### config.mk
export PLATFORM = sky130hd
export DESIGN_NAME = seq_gen_01110_flat
export DESIGN_NICKNAME = d
export VERILOG_FILES = /design/src/rtl/seq_gen_pkg.sv /design/src/rtl/seq_gen_01110_if.sv /design/src/rtl/seq_match_cnt.sv /design/src/rtl/seq_gen_01110.sv /design/src/flat_wrapper.sv
export SDC_FILE = /design/constraint.sdc
export NUM_CORES = 1
export LEC_CHECK = 0
export CELL_PAD_IN_SITES_DETAIL_PLACEMENT = 1
export CELL_PAD_IN_SITES_GLOBAL_PLACEMENT = 1
export CORE_MARGIN = 1
export CORE_UTILIZATION = 48
export DETAILED_ROUTE_END_ITERATION = 8
export DONT_BUFFER_PORTS = 1
export PLACE_DENSITY_LB_ADDON = 0.1
export SYNTH_ARGS = -nofsm -noshare
export SYNTH_HDL_FRONTEND = slang
export SYNTH_HIERARCHICAL = 1
export SYNTH_SLANG_ARGS = --single-unit
### constraint.sdc
create_clock -name clk -period 3.6 [get_ports clk]
set_input_delay 0.36 -clock clk [delete_from_list [all_inputs] [get_ports clk]]
set_output_delay 0.36 -clock clk [all_outputs]
set_load 0.01 [all_outputs]
### src/rtl/seq_gen_pkg.sv
// rtl/seq_gen_pkg.sv - shared state type and match pattern for the 01110 pattern transmitter
package seq_gen_pkg;

    typedef enum logic {
        IDLE,
        SEND
    } state_t;

    localparam logic [4:0] MATCH_PAT = 5'b01110;

endpackage

### src/rtl/seq_gen_01110_if.sv
// rtl/seq_gen_01110_if.sv - control and A/B symbol bus between stimulus logic and the transmitter
interface seq_gen_01110_if #(
    parameter int SEQUENCE_WIDTH = 24,
    parameter int REPEAT_W       = 4,
    parameter int CNT_W          = 8
);
    logic                      start;
    logic [SEQUENCE_WIDTH-1:0] seq_in;
    logic [REPEAT_W-1:0]       repeat_n;
    logic                      hold;
    logic                      A;
    logic                      B;
    logic                      valid;
    logic                      busy;
    logic                      done;
    logic [CNT_W-1:0]          match_cnt;

    modport master (
        output start, seq_in, repeat_n, hold,
        input  A, B, valid, busy, done, match_cnt
    );

    modport slave (
        input  start, seq_in, repeat_n, hold,
        output A, B, valid, busy, done, match_cnt
    );
endinterface

### src/rtl/seq_match_cnt.sv
// rtl/seq_match_cnt.sv - golden overlapping 01110 counter over the emitted A-then-B bit stream
module seq_match_cnt
    import seq_gen_pkg::*;
#(
    parameter int CNT_W = 8
) (
    input  logic             clk,
    input  logic             clr,
    input  logic             clear,
    input  logic             load,
    input  logic             A,
    input  logic             B,
    output logic [CNT_W-1:0] count
);
    logic [3:0]       hist;
    logic [3:0]       hist_base;
    logic [CNT_W-1:0] cnt_base;
    logic             hit_a;
    logic             hit_b;
    logic [CNT_W:0]   sum;

    // A clear coincides with the load of pair 0, so the first pair counts from an empty history.
    always_comb begin
        hist_base = clear ? 4'b0000 : hist;
        cnt_base  = clear ? '0 : count;
        hit_a     = ({hist_base, A} == MATCH_PAT);
        hit_b     = ({hist_base[2:0], A, B} == MATCH_PAT);
        sum       = {1'b0, cnt_base} + {{CNT_W{1'b0}}, hit_a} + {{CNT_W{1'b0}}, hit_b};
    end

    always_ff @(posedge clk or posedge clr) begin
        if (clr) begin
            hist  <= 4'b0000;
            count <= '0;
        end else if (load) begin
            hist  <= {hist_base[1:0], A, B};
            count <= sum[CNT_W] ? '1 : sum[CNT_W-1:0];
        end else if (clear) begin
            hist  <= 4'b0000;
            count <= '0;
        end
    end
endmodule

### src/rtl/seq_gen_01110.sv
// rtl/seq_gen_01110.sv - emits a latched pattern as {A,B} pairs for a number of passes
module seq_gen_01110
    import seq_gen_pkg::*;
#(
    parameter int SEQUENCE_WIDTH = 24,
    parameter int REPEAT_W       = 4,
    parameter int CNT_W          = 8
) (
    input  logic            clk,
    input  logic            clr,
    seq_gen_01110_if.slave  bus
);
    localparam int W     = SEQUENCE_WIDTH;
    localparam int IDX_W = (W > 2) ? $clog2(W / 2) : 1;
    localparam logic [IDX_W-1:0] LAST_IDX = IDX_W'(W / 2 - 1);

    state_t              state;
    logic [W-1:0]        pat;
    logic [W-1:0]        sh;
    logic [REPEAT_W-1:0] pass_left;
    logic [IDX_W-1:0]    idx;
    logic                a_q;
    logic                b_q;
    logic                valid_q;
    logic                busy_q;
    logic                done_q;

    logic accept;
    logic advance;
    logic last_pair;
    logic finish;
    logic load;
    logic next_a;
    logic next_b;

    always_comb begin
        accept    = (state == IDLE) && bus.start;
        advance   = (state == SEND) && !bus.hold;
        last_pair = (idx == LAST_IDX);
        finish    = advance && last_pair && (pass_left == REPEAT_W'(1));
        load      = accept || (advance && !finish);
        // sh already holds the pattern shifted past the pair on A/B; a wrap restarts from pat.
        if (accept) begin
            next_a = bus.seq_in[W-1];
            next_b = bus.seq_in[W-2];
        end else if (last_pair) begin
            next_a = pat[W-1];
            next_b = pat[W-2];
        end else begin
            next_a = sh[W-1];
            next_b = sh[W-2];
        end
    end

    always_ff @(posedge clk or posedge clr) begin
        if (clr) begin
            state     <= IDLE;
            pat       <= '0;
            sh        <= '0;
            pass_left <= '0;
            idx       <= '0;
            a_q       <= 1'b0;
            b_q       <= 1'b0;
            valid_q   <= 1'b0;
            busy_q    <= 1'b0;
            done_q    <= 1'b0;
        end else if (state == IDLE) begin
            valid_q <= 1'b0;
            done_q  <= 1'b0;
            if (bus.start) begin
                pat       <= bus.seq_in;
                sh        <= bus.seq_in << 2;
                pass_left <= (bus.repeat_n == '0) ? REPEAT_W'(1) : bus.repeat_n;
                idx       <= '0;
                a_q       <= next_a;
                b_q       <= next_b;
                valid_q   <= 1'b1;
                busy_q    <= 1'b1;
                state     <= SEND;
            end
        end else begin
            done_q <= 1'b0;
            if (bus.hold) begin
                valid_q <= 1'b0;
            end else if (finish) begin
                a_q     <= 1'b0;
                b_q     <= 1'b0;
                valid_q <= 1'b0;
                busy_q  <= 1'b0;
                done_q  <= 1'b1;
                state   <= IDLE;
            end else begin
                a_q     <= next_a;
                b_q     <= next_b;
                valid_q <= 1'b1;
                if (last_pair) begin
                    idx       <= '0;
                    sh        <= pat << 2;
                    pass_left <= pass_left - REPEAT_W'(1);
                end else begin
                    idx <= idx + IDX_W'(1);
                    sh  <= sh << 2;
                end
            end
        end
    end

    seq_match_cnt #(
        .CNT_W (CNT_W)
    ) u_match (
        .clk   (clk),
        .clr   (clr),
        .clear (accept),
        .load  (load),
        .A     (next_a),
        .B     (next_b),
        .count (bus.match_cnt)
    );

    assign bus.A     = a_q;
    assign bus.B     = b_q;
    assign bus.valid = valid_q;
    assign bus.busy  = busy_q;
    assign bus.done  = done_q;
endmodule

### src/flat_wrapper.sv
// flat-port wrapper written by rule: the top's interface ports become plain ports
module seq_gen_01110_flat import seq_gen_pkg::*;
#(
    parameter int SEQUENCE_WIDTH = 24,
    parameter int REPEAT_W       = 4,
    parameter int CNT_W          = 8
)
  (clk, clr, bus_start, bus_seq_in, bus_repeat_n, bus_hold, bus_A, bus_B, bus_valid, bus_busy, bus_done, bus_match_cnt);
  seq_gen_01110_if #(.SEQUENCE_WIDTH(SEQUENCE_WIDTH), .REPEAT_W(REPEAT_W), .CNT_W(CNT_W)) bus_i ();
  input  logic clk;
  input  logic clr;
  input wire logic [$bits(bus_i.start)-1:0] bus_start;
  input wire logic [$bits(bus_i.seq_in)-1:0] bus_seq_in;
  input wire logic [$bits(bus_i.repeat_n)-1:0] bus_repeat_n;
  input wire logic [$bits(bus_i.hold)-1:0] bus_hold;
  output wire logic [$bits(bus_i.A)-1:0] bus_A;
  output wire logic [$bits(bus_i.B)-1:0] bus_B;
  output wire logic [$bits(bus_i.valid)-1:0] bus_valid;
  output wire logic [$bits(bus_i.busy)-1:0] bus_busy;
  output wire logic [$bits(bus_i.done)-1:0] bus_done;
  output wire logic [$bits(bus_i.match_cnt)-1:0] bus_match_cnt;
  assign bus_i.start = bus_start;
  assign bus_i.seq_in = bus_seq_in;
  assign bus_i.repeat_n = bus_repeat_n;
  assign bus_i.hold = bus_hold;
  assign bus_A = bus_i.A;
  assign bus_B = bus_i.B;
  assign bus_valid = bus_i.valid;
  assign bus_busy = bus_i.busy;
  assign bus_done = bus_i.done;
  assign bus_match_cnt = bus_i.match_cnt;
  seq_gen_01110 #(.SEQUENCE_WIDTH(SEQUENCE_WIDTH), .REPEAT_W(REPEAT_W), .CNT_W(CNT_W)) u_core (.clk(clk), .clr(clr), .bus(bus_i));
endmodule
Word-level counts from Yosys, hierarchy flattened --
Index checks and enable logic that the tools add are counted.
Operators by class: add/subtract/negate cells 4, eq/ne operators 8, multiplexer cells 46, bitwise operators 1, reduce and logical (&&, ||, !) cells 15
Operators by type and width (number):
- $mux 24 | 5
- $mux 4 | 13
- $mux 1 | 25
- $mux 8 | 3
- $eq 5x4->1 const B | 2
- $add 8x1->9 | 1
- $add 9x1->9 | 1
- $ne 2x2->1 const B | 4
- $reduce_and 3->1 | 2
- $logic_and 1x1->1 | 5
- $add 4x1->4 const B | 1
- $eq 4x1->1 const B | 1
- $eq 4x4->1 const B | 1
- $logic_not 4->1 | 1
- $reduce_and 2->1 | 2
- $reduce_and 4->1 | 1
- $sub 4x1->4 const B | 1
- $logic_not 1->1 | 2
- $reduce_bool 2->1 | 1
- $logic_or 1x1->1 | 1
- $not 1->1 | 1
Word-level totals: register bits after elaboration 74, bits of input ports 32, output and inout bits 13, logic and storage cells 86

Longest topological paths before layout --
Gate-level depths: netlist (run 1).
depth after elaboration 8, gate-level depth with buffers 14, gate-level depth less buffers 10

Cells and area by module --
Netlist (run 1), hierarchy kept.
By module, submodules not included:
- seq_gen_01110 | instances 1, cells an instance 325, area each 2951.6 um^2, seq. area each 1501.4 um^2
- seq_match_cnt | instances 1, cells an instance 66, area each 661.9 um^2, seq. area each 300.3 um^2

Least setup slack after synthesis (run 1) --
Ideal clock, no wire load.
kind register to register, start register u_core.state, end register u_core.u_match.count[3], library setup time 141 ps, data arrival time 3117 ps, required time 3459 ps, slack 342 ps, cell stages (with the launch flop) 15, path buffers 5, period minus slack after synthesis 3258 ps, path through dfrtp_1 > clkbuf_1 > nand2b_1 > buf_2 > inv_2 > buf_1 > clkbuf_1 > nand3b_1 > nor4b_1 > fa_1 > ha_1 > and2_1 > buf_2 > a41oi_1 > a311oi_1
Between the ends: cells in the longest elaborated chain, start to end 8, elaborated cells between the ends (all ways) 18, those cells by class add/sub (2); eq/ne (2); mux (6); bitwise (1); reduce/logical (7)
RTL lines:
- start, declared | line seq_gen_01110.sv:17 | state_t state;
- start signal, assigned | line seq_gen_01110.sv:57 | state <= IDLE;
- start signal, assigned | line seq_gen_01110.sv:79 | state <= SEND;
- start signal, assigned | line seq_gen_01110.sv:91 | state <= IDLE;
- $not 1->1 (no source line) *
- $logic_and 1x1->1 * | line seq_gen_01110.sv:37 | accept = (state == IDLE) && bus.start;
- via u_core.accept | line seq_gen_01110.sv:28 | logic accept;
- $mux 1 or $mux 4 (tied branches) | line seq_gen_01110.sv:43, seq_match_cnt.sv:24
- $eq 5x4->1 | line seq_match_cnt.sv:26 | hit_a = ({hist_base, A} == MATCH_PAT);
- $add 8x1->9 | line seq_match_cnt.sv:28 | sum = {1'b0, cnt_base} + {{CNT_W{1'b0}}, hit_a} + {{CNT_W{1'b0}}, hit_b};
- $add 9x1->9 | line seq_match_cnt.sv:28
- $mux 8 | line seq_match_cnt.sv:37 | count <= sum[CNT_W] ? '1 : sum[CNT_W-1:0];
- $mux 8 * | line seq_match_cnt.sv:35 | end else if (load) begin
- end signal, assigned | line seq_match_cnt.sv:37
- end, declared | line seq_match_cnt.sv:13 | output logic [CNT_W-1:0] count
The timed path passes the listed nets; every way through them passes the cells marked *. A chain may end at the register's enable or synchronous reset.

Worst setup path after layout (run 1) --
start register u_core.idx[0], end register u_core.u_match.count[5]
Between the ends: cells in the longest elaborated chain, start to end 8, elaborated cells between the ends (all ways) 16, those cells by class add/sub (2); eq/ne (3); mux (6); reduce/logical (5)
RTL lines:
- start, declared | line seq_gen_01110.sv:21 | logic [IDX_W-1:0] idx;
- start signal, assigned | line seq_gen_01110.sv:101 | idx <= idx + IDX_W'(1);
- $eq 4x4->1 * | line seq_gen_01110.sv:39 | last_pair = (idx == LAST_IDX);
- $mux 1 * | line seq_gen_01110.sv:46 | end else if (last_pair) begin
- $mux 1 * | line seq_gen_01110.sv:43 | if (accept) begin
- via u_core.next_a | line seq_gen_01110.sv:33 | logic next_a;
- $eq 5x4->1 | line seq_match_cnt.sv:26
- $add 8x1->9 | line seq_match_cnt.sv:28
- $add 9x1->9 * | line seq_match_cnt.sv:28
- $mux 8 * | line seq_match_cnt.sv:37
- $mux 8 * | line seq_match_cnt.sv:35
Marks and branches as above.

==> out/results.md, run 1 <==
| Metric | Value |
|---|---|
| Result of the run | finished, final reports clean |
| Fraction of the mapped netlist area in compound gates | 11.8% |
| Sequential cell fraction of total power | 43.5% |
| Wire per inst | 17.2 um |
| Fin util | 53.5% |
| Sequential share of the synthesized area | 49.9% |
| Critical register-to-register path startpoint | u_core/idx[0] |
| Post-synth ARST share | 100% |
| Total wire length | 8.48 mm |
| Met3 demand-to-capacity share in global routing | 6.25% |
| Via count | 2768 |
| Count of pins over their slew limit | 0 |
| Cell type with the highest aggregate area in the netlist | sky130_fd_sc_hd__dfrtp_1 |
| Clock tree from TritonCTS | done |
| Worst-path clk slew | 0.07 ns |
| Xor/xnor share of the synthesized area | 0% |
| CTS sink cnt | 72 |
| Clock network power share | 18.2% |
| Antenna diode instance count | 0 |
| Die width | 88.8 um |
| Headroom to the max-slew limit | 53.1% |
| Starting Density | 49.8% |
| Area of all placed cells without fillers | 0.00388 mm^2 |
| Dpl ws | 0.362 ns |
| Simple-gate area share of the yosys netlist | 23.5% |
| Number of library cell types mapped by synthesis | 45 |
| Most common library cells after synthesis | sky130_fd_sc_hd__nand2_1, sky130_fd_sc_hd__dfrtp_1, sky130_fd_sc_hd__nor2_1 |
| Mean cell area of the mapped netlist | 9.24 um^2 |
| Clock root buffer | sky130_fd_sc_hd__clkbuf_8 |
| I/O Buffers | 0 |
| Most used standard cell by instance count after synthesis | sky130_fd_sc_hd__nand2_1 |
| Min Clock Period, post-route | 3.19 ns |
| Gate count of the mapped netlist | 391 |
| Internal Power | 2.08 mW |
| Count of TritonRoute iterations in the first routing pass | 4 |
| Final hold violation count | 0 |
| Category of the most critical setup path | reg -> reg |
| Mean number of vias per cell | 5.63 |
| Post-Place Cell Area | 0.00369 mm^2 |
| I/O pins | 45 |
| Worst-case vdd ir drop | 380 uV |
| Layout overhead on the synthesized area | 7.34% |
| Total global routing overflow | 0 |
| Terminus of the critical flop-to-flop path | u_core/u_match/count[5] |
| Final setup violation count | 0 |
| Dominant combinational cell family by area after synthesis | simple AND/OR/NAND/NOR gates |
| Layer carrying the most global-route usage | met2 |
| H-Tree Depth | 3 |
| Maximum number of pins on one net before global-route repair | 56 |
| Predominant post-synthesis flop cell | sky130_fd_sc_hd__dfrtp_1 |
| Fraction of layout cells with a size suffix above 1 | 12.7% |
| Worst R2R Setup Slack | 0.41 ns |
| Worst Slack Setup Final | 0.408 ns |
| Worst-Skew Late Latency | 0.34 ns |
| Biggest area contributors in the synthesized netlist | sky130_fd_sc_hd__dfrtp_1, sky130_fd_sc_hd__nand2_1, sky130_fd_sc_hd__mux2_4 |
| Kind of launch point of the worst setup path | flip-flop |
| Worst hold path type | in -> async |
| Global placement routability congestion | 0.798 |
| GR met1 Demand/Resource | 30.9% |
| Worst setup skew after layout | 0.00728 ns |
| Static Leakage | 1.85 nW |
| Area fraction of the dominant cell type after synthesis | 49.9% |
| Data arrival, critical path | 3.42 ns |
| Total DRC errors in the routed layout | 0 |
| Core outline area | 0.00725 mm^2 |
| Switching Share | 36.8% |
| Final HPWL DP | 5.87 mm |
| Critical-path maximum fanout | 12 |
| Number of enable-type register cells in the synthesized netlist | 0 |
| Number of buffers between clock root and the deepest sink | 2 |
| Mapped Nets | 428 |
| TritonCTS buffer count | 9 |
| Fin Setup TNS | 0 ns |
| Adder and majority gate portion of the synthesized area | 1.94% |
| Pwr Total | 3.30 mW |
| RSZ-0062 raised after global routing | no |
| # nets final | 425 |
| Netlist area before placement | 0.00361 mm^2 |
| Standard-cell row count | 31 |
| Worst reg-to-reg path cell count | 9 |
| Total Routing Usage GR | 23.3% |
| Final Cycle Share | 88.7% |
| Iteration-0 DRC Markers | 134 |
| Met2 layer usage reported by global route | 38.0% |
| First-pass GRT wire length | 13.6 mm |
| Number of synthesized register bits | 72 |
| Max Cap Violations | 0 |
| Vertical extent of the die | 88.8 um |
| Critical path capture point type | flip-flop |
| Proportion of power drawn by combinational gates | 38.2% |
| Antenna violations before repair | 0 |
| CP required | 3.83 ns |
| Die area | 0.00788 mm^2 |
| YS warnings | 6 |
| Timing-limited maximum frequency | 313 MHz |
| Worst Tran Pin Value | 0.702 ns |
| Number of nets with antenna violations after routing | 0 |
| Total power per unit cell area | 850 mW/mm^2 |
| Number of global-route vias before repair | 2758 |
| Sw power | 1.21 mW |
| Post-synthesis mux area share | 8.34% |
repair_timing:
action,4_1_cts,5_1_grt
setup buffers,0,0
endpoints found under the hold margin,12,0
hold buffers,1,0
resized for setup,0,0
area by class of cell:
type	count	area, um^2
fill	835	3370
clock inverter	4	45.0
inverter	12	47.5
clock buffer	12	135
tap	99	124
sequential	72	1800
multi-input combinational	283	1650
timing repair buffer	10	77.6
worst max-delay path, stage by stage, from the launching register on:
cell and delay [ns]:
sky130_fd_sc_hd__dfrtp_1 0.38, sky130_fd_sc_hd__ha_1 0.20, sky130_fd_sc_hd__nand3b_1 0.40, sky130_fd_sc_hd__o211ai_1 0.46
sky130_fd_sc_hd__nor4b_1 0.40, sky130_fd_sc_hd__fa_1 0.30, sky130_fd_sc_hd__ha_1 0.20, sky130_fd_sc_hd__and2_1 0.25
sky130_fd_sc_hd__a41oi_1 0.18, sky130_fd_sc_hd__a211oi_1 0.32
cell usage in the layout (no fill, tap or decap), types with 3 or more instances in the layout:
cell / netlist / layout
sky130_fd_sc_hd__and3_1: 3 / 3
sky130_fd_sc_hd__clkbuf_8: 0 / 9
sky130_fd_sc_hd__nand2_1: 118 / 118
sky130_fd_sc_hd__a311oi_1: 4 / 4
sky130_fd_sc_hd__nor2_1: 33 / 33
sky130_fd_sc_hd__mux2_2: 5 / 5
sky130_fd_sc_hd__clkinv_2: 0 / 3
sky130_fd_sc_hd__clkbuf_1: 13 / 3
sky130_fd_sc_hd__nor2b_1: 7 / 7
sky130_fd_sc_hd__a21oi_1: 8 / 8
sky130_fd_sc_hd__o31ai_1: 3 / 3
sky130_fd_sc_hd__a31oi_1: 26 / 26
sky130_fd_sc_hd__dfrtp_1: 72 / 72
sky130_fd_sc_hd__nand3_1: 13 / 13
sky130_fd_sc_hd__nand2b_1: 3 / 3
sky130_fd_sc_hd__ha_1: 4 / 4
sky130_fd_sc_hd__mux2_4: 15 / 15
sky130_fd_sc_hd__buf_4: 0 / 9
sky130_fd_sc_hd__inv_1: 10 / 9
sky130_fd_sc_hd__o21ai_0: 8 / 8
metrics by stage:
stage	hold slack [ns]	instances
after CTS	0.0200	492
final	0.0123	492
after global routing	0.0500	492
after detailed placement	0.291	475
after global placement	0.285	475
after floorplan	0.225	391
flip-flops by register name, indices dropped and copies added, names as in the netlist, 4 cells and up:
register	count
u_core/idx	4
u_core/pass_left	4
u_core/pat	24
u_core/u_match/count	8
u_core/sh	22
u_core/u_match/hist	4
power groups by stage:
stage	sequential, mW	clock [mW]	combinational, mW
after global placement	1.43	0	1.22
after floorplan	1.37	0	1.04
after detailed placement	1.44	0	1.27
after CTS	1.44	0.625	1.28
final	1.44	0.602	1.26
after global routing	1.47	0.656	1.42
kinds of logic after synthesis:
group / Yosys count
flops: 72
buf+inv: 36
compound gates: 62
mux: 22
simple gates: 194
fa+ha+maj: 5
routing by layer:
layer | vias to the layer above | wire (um)
met1 | 1397 | 3960
li1 | 1327 | -
met3 | 4 | 282
met5 | - | 0
met2 | 40 | 4200
met4 | 0 | 36
how the worst max path moves through the flow:
stage | start | end | slack, ns | cells past startpoint
6_report | u_core/idx[0] | u_core/u_match/count[5] | 0.41 | 9
5_1_grt | u_core/idx[0] | u_core/u_match/count[5] | 0.07 | 9
4_1_cts | u_core/idx[0] | u_core/u_match/count[5] | 0.36 | 9
3_5_place_dp | u_core/idx[0] | u_core/u_match/count[5] | 0.36 | 9
3_3_place_gp | u_core/idx[0] | u_core/u_match/count[3] | 0.61 | 9
2_1_floorplan | u_core/state | u_core/u_match/count[3] | 0.34 | 14
(Power assumes the default switching activity.)
==> inputs of run 2 (changes only) <==
--- a/config.mk
+++ b/config.mk
@@ -6,9 +6,9 @@
 export NUM_CORES = 1
 export LEC_CHECK = 0
 export CELL_PAD_IN_SITES_DETAIL_PLACEMENT = 1
-export CELL_PAD_IN_SITES_GLOBAL_PLACEMENT = 1
+export CELL_PAD_IN_SITES_GLOBAL_PLACEMENT = 2
 export CORE_MARGIN = 1
-export CORE_UTILIZATION = 48
+export CORE_UTILIZATION = 39
 export DETAILED_ROUTE_END_ITERATION = 8
 export DONT_BUFFER_PORTS = 1
 export PLACE_DENSITY_LB_ADDON = 0.1
==> run 2 against run 1 <==
Compared with the run above:
- the flow now finishes with violations (design-rule violations)
- clock power rose by 11%
- count of clock-buffer cells in the layout fell by 1
- sequential power about the same
- sequential share of layout area decreased by 0.52 points
- cell count up 2.0%
- highest routed layer unchanged
==> out/results.md, run 2 (same netlist as run 1, synthesis figures left out) <==
| Metric | Value |
|---|---|
| Result of the run | complete, but fails checks |
| Failing checks | design-rule violations |
| Total power per unit cell area | 858 mW/mm^2 |
| Most flops, register | u_core/pat |
| Fin Setup TNS | 0 ns |
| Number of buffers between clock root and the deepest sink | 2 |
| Vertical extent of the die | 98.3 um |
| Core outline area | 0.00885 mm^2 |
| Top Layer Used | met4 |
| Final hold violation count | 0 |
| Final setup violation count | 0 |
| H-Tree Depth | 3 |
| I/O Buffers | 0 |
| Min Clock Period, post-route | 3.04 ns |
| Total Routing Usage GR | 20.6% |
| Largest registers | u_core/pat (24), u_core/sh (22), u_core/u_match/count (8) |
| Count of TritonRoute iterations in the first routing pass | 6 |
| Final HPWL DP | 5.79 mm |
| Maximum number of pins on one net before global-route repair | 56 |
| Kind of launch point of the worst setup path | flip-flop |
| Clock tree from TritonCTS | done |
| Total global routing overflow | 0 |
| Antenna violations before repair | 0 |
| Fin util | 44.4% |
| Via count | 2780 |
| Dpl ws | 0.578 ns |
| Mean number of vias per cell | 5.54 |
| Category of the most critical setup path | reg -> reg |
| Data arrival, critical path | 3.30 ns |
| Number of global-route vias before repair | 2899 |
| Critical-path maximum fanout | 15 |
| Iteration-0 DRC Markers | 115 |
| # nets final | 426 |
| Clock root buffer | sky130_fd_sc_hd__clkbuf_8 |
| Most used cells in the layout excluding fill and tap cells | sky130_fd_sc_hd__nand2_1, sky130_fd_sc_hd__dfrtp_1, sky130_fd_sc_hd__nor2_1, sky130_fd_sc_hd__a31oi_1, sky130_fd_sc_hd__mux2_4 |
| Worst-case vdd ir drop | 368 uV |
| Die area | 0.00965 mm^2 |
| Starting Density | 40.8% |
| Routed length on met1 | 4.37 mm |
| Total DRC errors in the routed layout | 1 |
| Total wire length | 8.98 mm |
| Fraction of layout cells with a size suffix above 1 | 14.0% |
| Worst-path clk slew | 0.08 ns |
| Global placement routability congestion | 0.774 |
| I/O pins | 45 |
| Layout overhead on the synthesized area | 8.62% |
| Max reg flops | 24 |
| CTS sink cnt | 72 |
| Standard-cell row count | 34 |
| Die width | 98.3 um |
| Timing-limited maximum frequency | 329 MHz |
| TritonCTS buffer count | 9 |
| Met2 Routed Length | 4.08 mm |
| Worst Tran Pin Value | 0.983 ns |
| Number of nets with antenna violations after routing | 0 |
| Critical path capture point type | flip-flop |
| Final Cycle Share | 84.4% |
| RSZ-0062 raised after global routing | no |
| Post-CTS Resized | 0 |
| First-pass GRT wire length | 15.5 mm |
| Antenna diode instance count | 0 |
| Count of pins over their slew limit | 0 |
| Wire per inst | 17.9 um |
| Headroom to the max-slew limit | 34.4% |
| Worst setup skew after layout | 0.00979 ns |
| Buffers inserted during post-CTS setup optimization | 0 |
| CP required | 3.86 ns |
| Worst Slack Setup Final | 0.560 ns |
| Worst-Skew Late Latency | 0.35 ns |
| Static Leakage | 1.87 nW |
| Worst hold path type | in -> async |
| Max Cap Violations | 0 |
| Length of routed met3 wiring | 443 um |
| Commonest non-fill, non-tap cell in the layout | sky130_fd_sc_hd__nand2_1 |
## run 2: changes by cell type in the layout (fill, tap and decap cells not counted), sizes merged
cell | before | now
buf | 9 | 10
clkbuf | 12 | 11
clkinvlp | 0 | 2
clkinv | 3 | 2
## run 2: what timing repair did
item | 4_1_cts | 5_1_grt
hold buffers | 1 | 0
endpoints found under the hold margin | 12 | 0
setup endpoints to repair | 0 | 0
## run 2: critical path, cell delays in order (launching register included)
cell and delay, ns:
sky130_fd_sc_hd__dfrtp_1 0.41, sky130_fd_sc_hd__ha_1 0.23, sky130_fd_sc_hd__nand3b_1 0.14, sky130_fd_sc_hd__buf_4 0.23, sky130_fd_sc_hd__nand3_1 0.10, sky130_fd_sc_hd__o211ai_1 0.18
sky130_fd_sc_hd__nor4b_1 0.41, sky130_fd_sc_hd__fa_1 0.30, sky130_fd_sc_hd__ha_1 0.20, sky130_fd_sc_hd__and2_1 0.25, sky130_fd_sc_hd__a41oi_1 0.18, sky130_fd_sc_hd__a311oi_1 0.29
## run 2: final timing paths
path / from / endpoint / slack, ns / cells after the start
setup / recovery: u_core/idx[0] / u_core/u_match/count[3] / 0.56 / 11
max in group asynchronous: clr / u_core/state / 2.65 / 2
hold reg to reg: u_core/pat[23] / u_core/pat[23] / 0.47 / 2
min in group clk: bus_seq_in[8] / u_core/pat[8] / 0.11 / 2
hold / removal: clr / u_core/pat[7] / 0.10 / 1
setup reg to reg: u_core/idx[0] / u_core/u_match/count[3] / 0.56 / 11
## run 2: layout make-up
cell class / count / area, um^2
Timing Repair Buffer: 11 / 85.1
Inverter: 12 / 47.5
Fill cell: 1036 / 4920
Sequential cell: 72 / 1800
Clock inverter: 5 / 55.1
Tap cell: 108 / 135
Multi-Input combinational cell: 283 / 1650
Clock buffer: 11 / 151
## run 2: per-layer routing
| metal | up-vias | track usage [%] |
|---|---|---|
| li1 | 1329 | - |
| met4 | 0 | 6.20 |
| met1 | 1394 | 28.5 |
| met5 | - | 0 |
| met3 | 9 | 5.15 |
| met2 | 48 | 32.1 |
## run 2: where the power goes
part / switching (mW) / internal, mW
clock network: 0.316 / 0.356
logic: 0.662 / 0.599
registers: 0.262 / 1.17
## run 2: per-stage QoR
stage	std cells	power, mW	hold WS [ns]	cell area, um^2
2_1_floorplan	391	2.41	0.225	3610
3_3_place_gp	485	2.69	0.293	3710
3_5_place_dp	485	2.72	0.304	3710
4_1_cts	502	3.41	0.0943	3930
5_1_grt	502	3.66	0.105	3930
6_report	502	3.37	0.103	3930
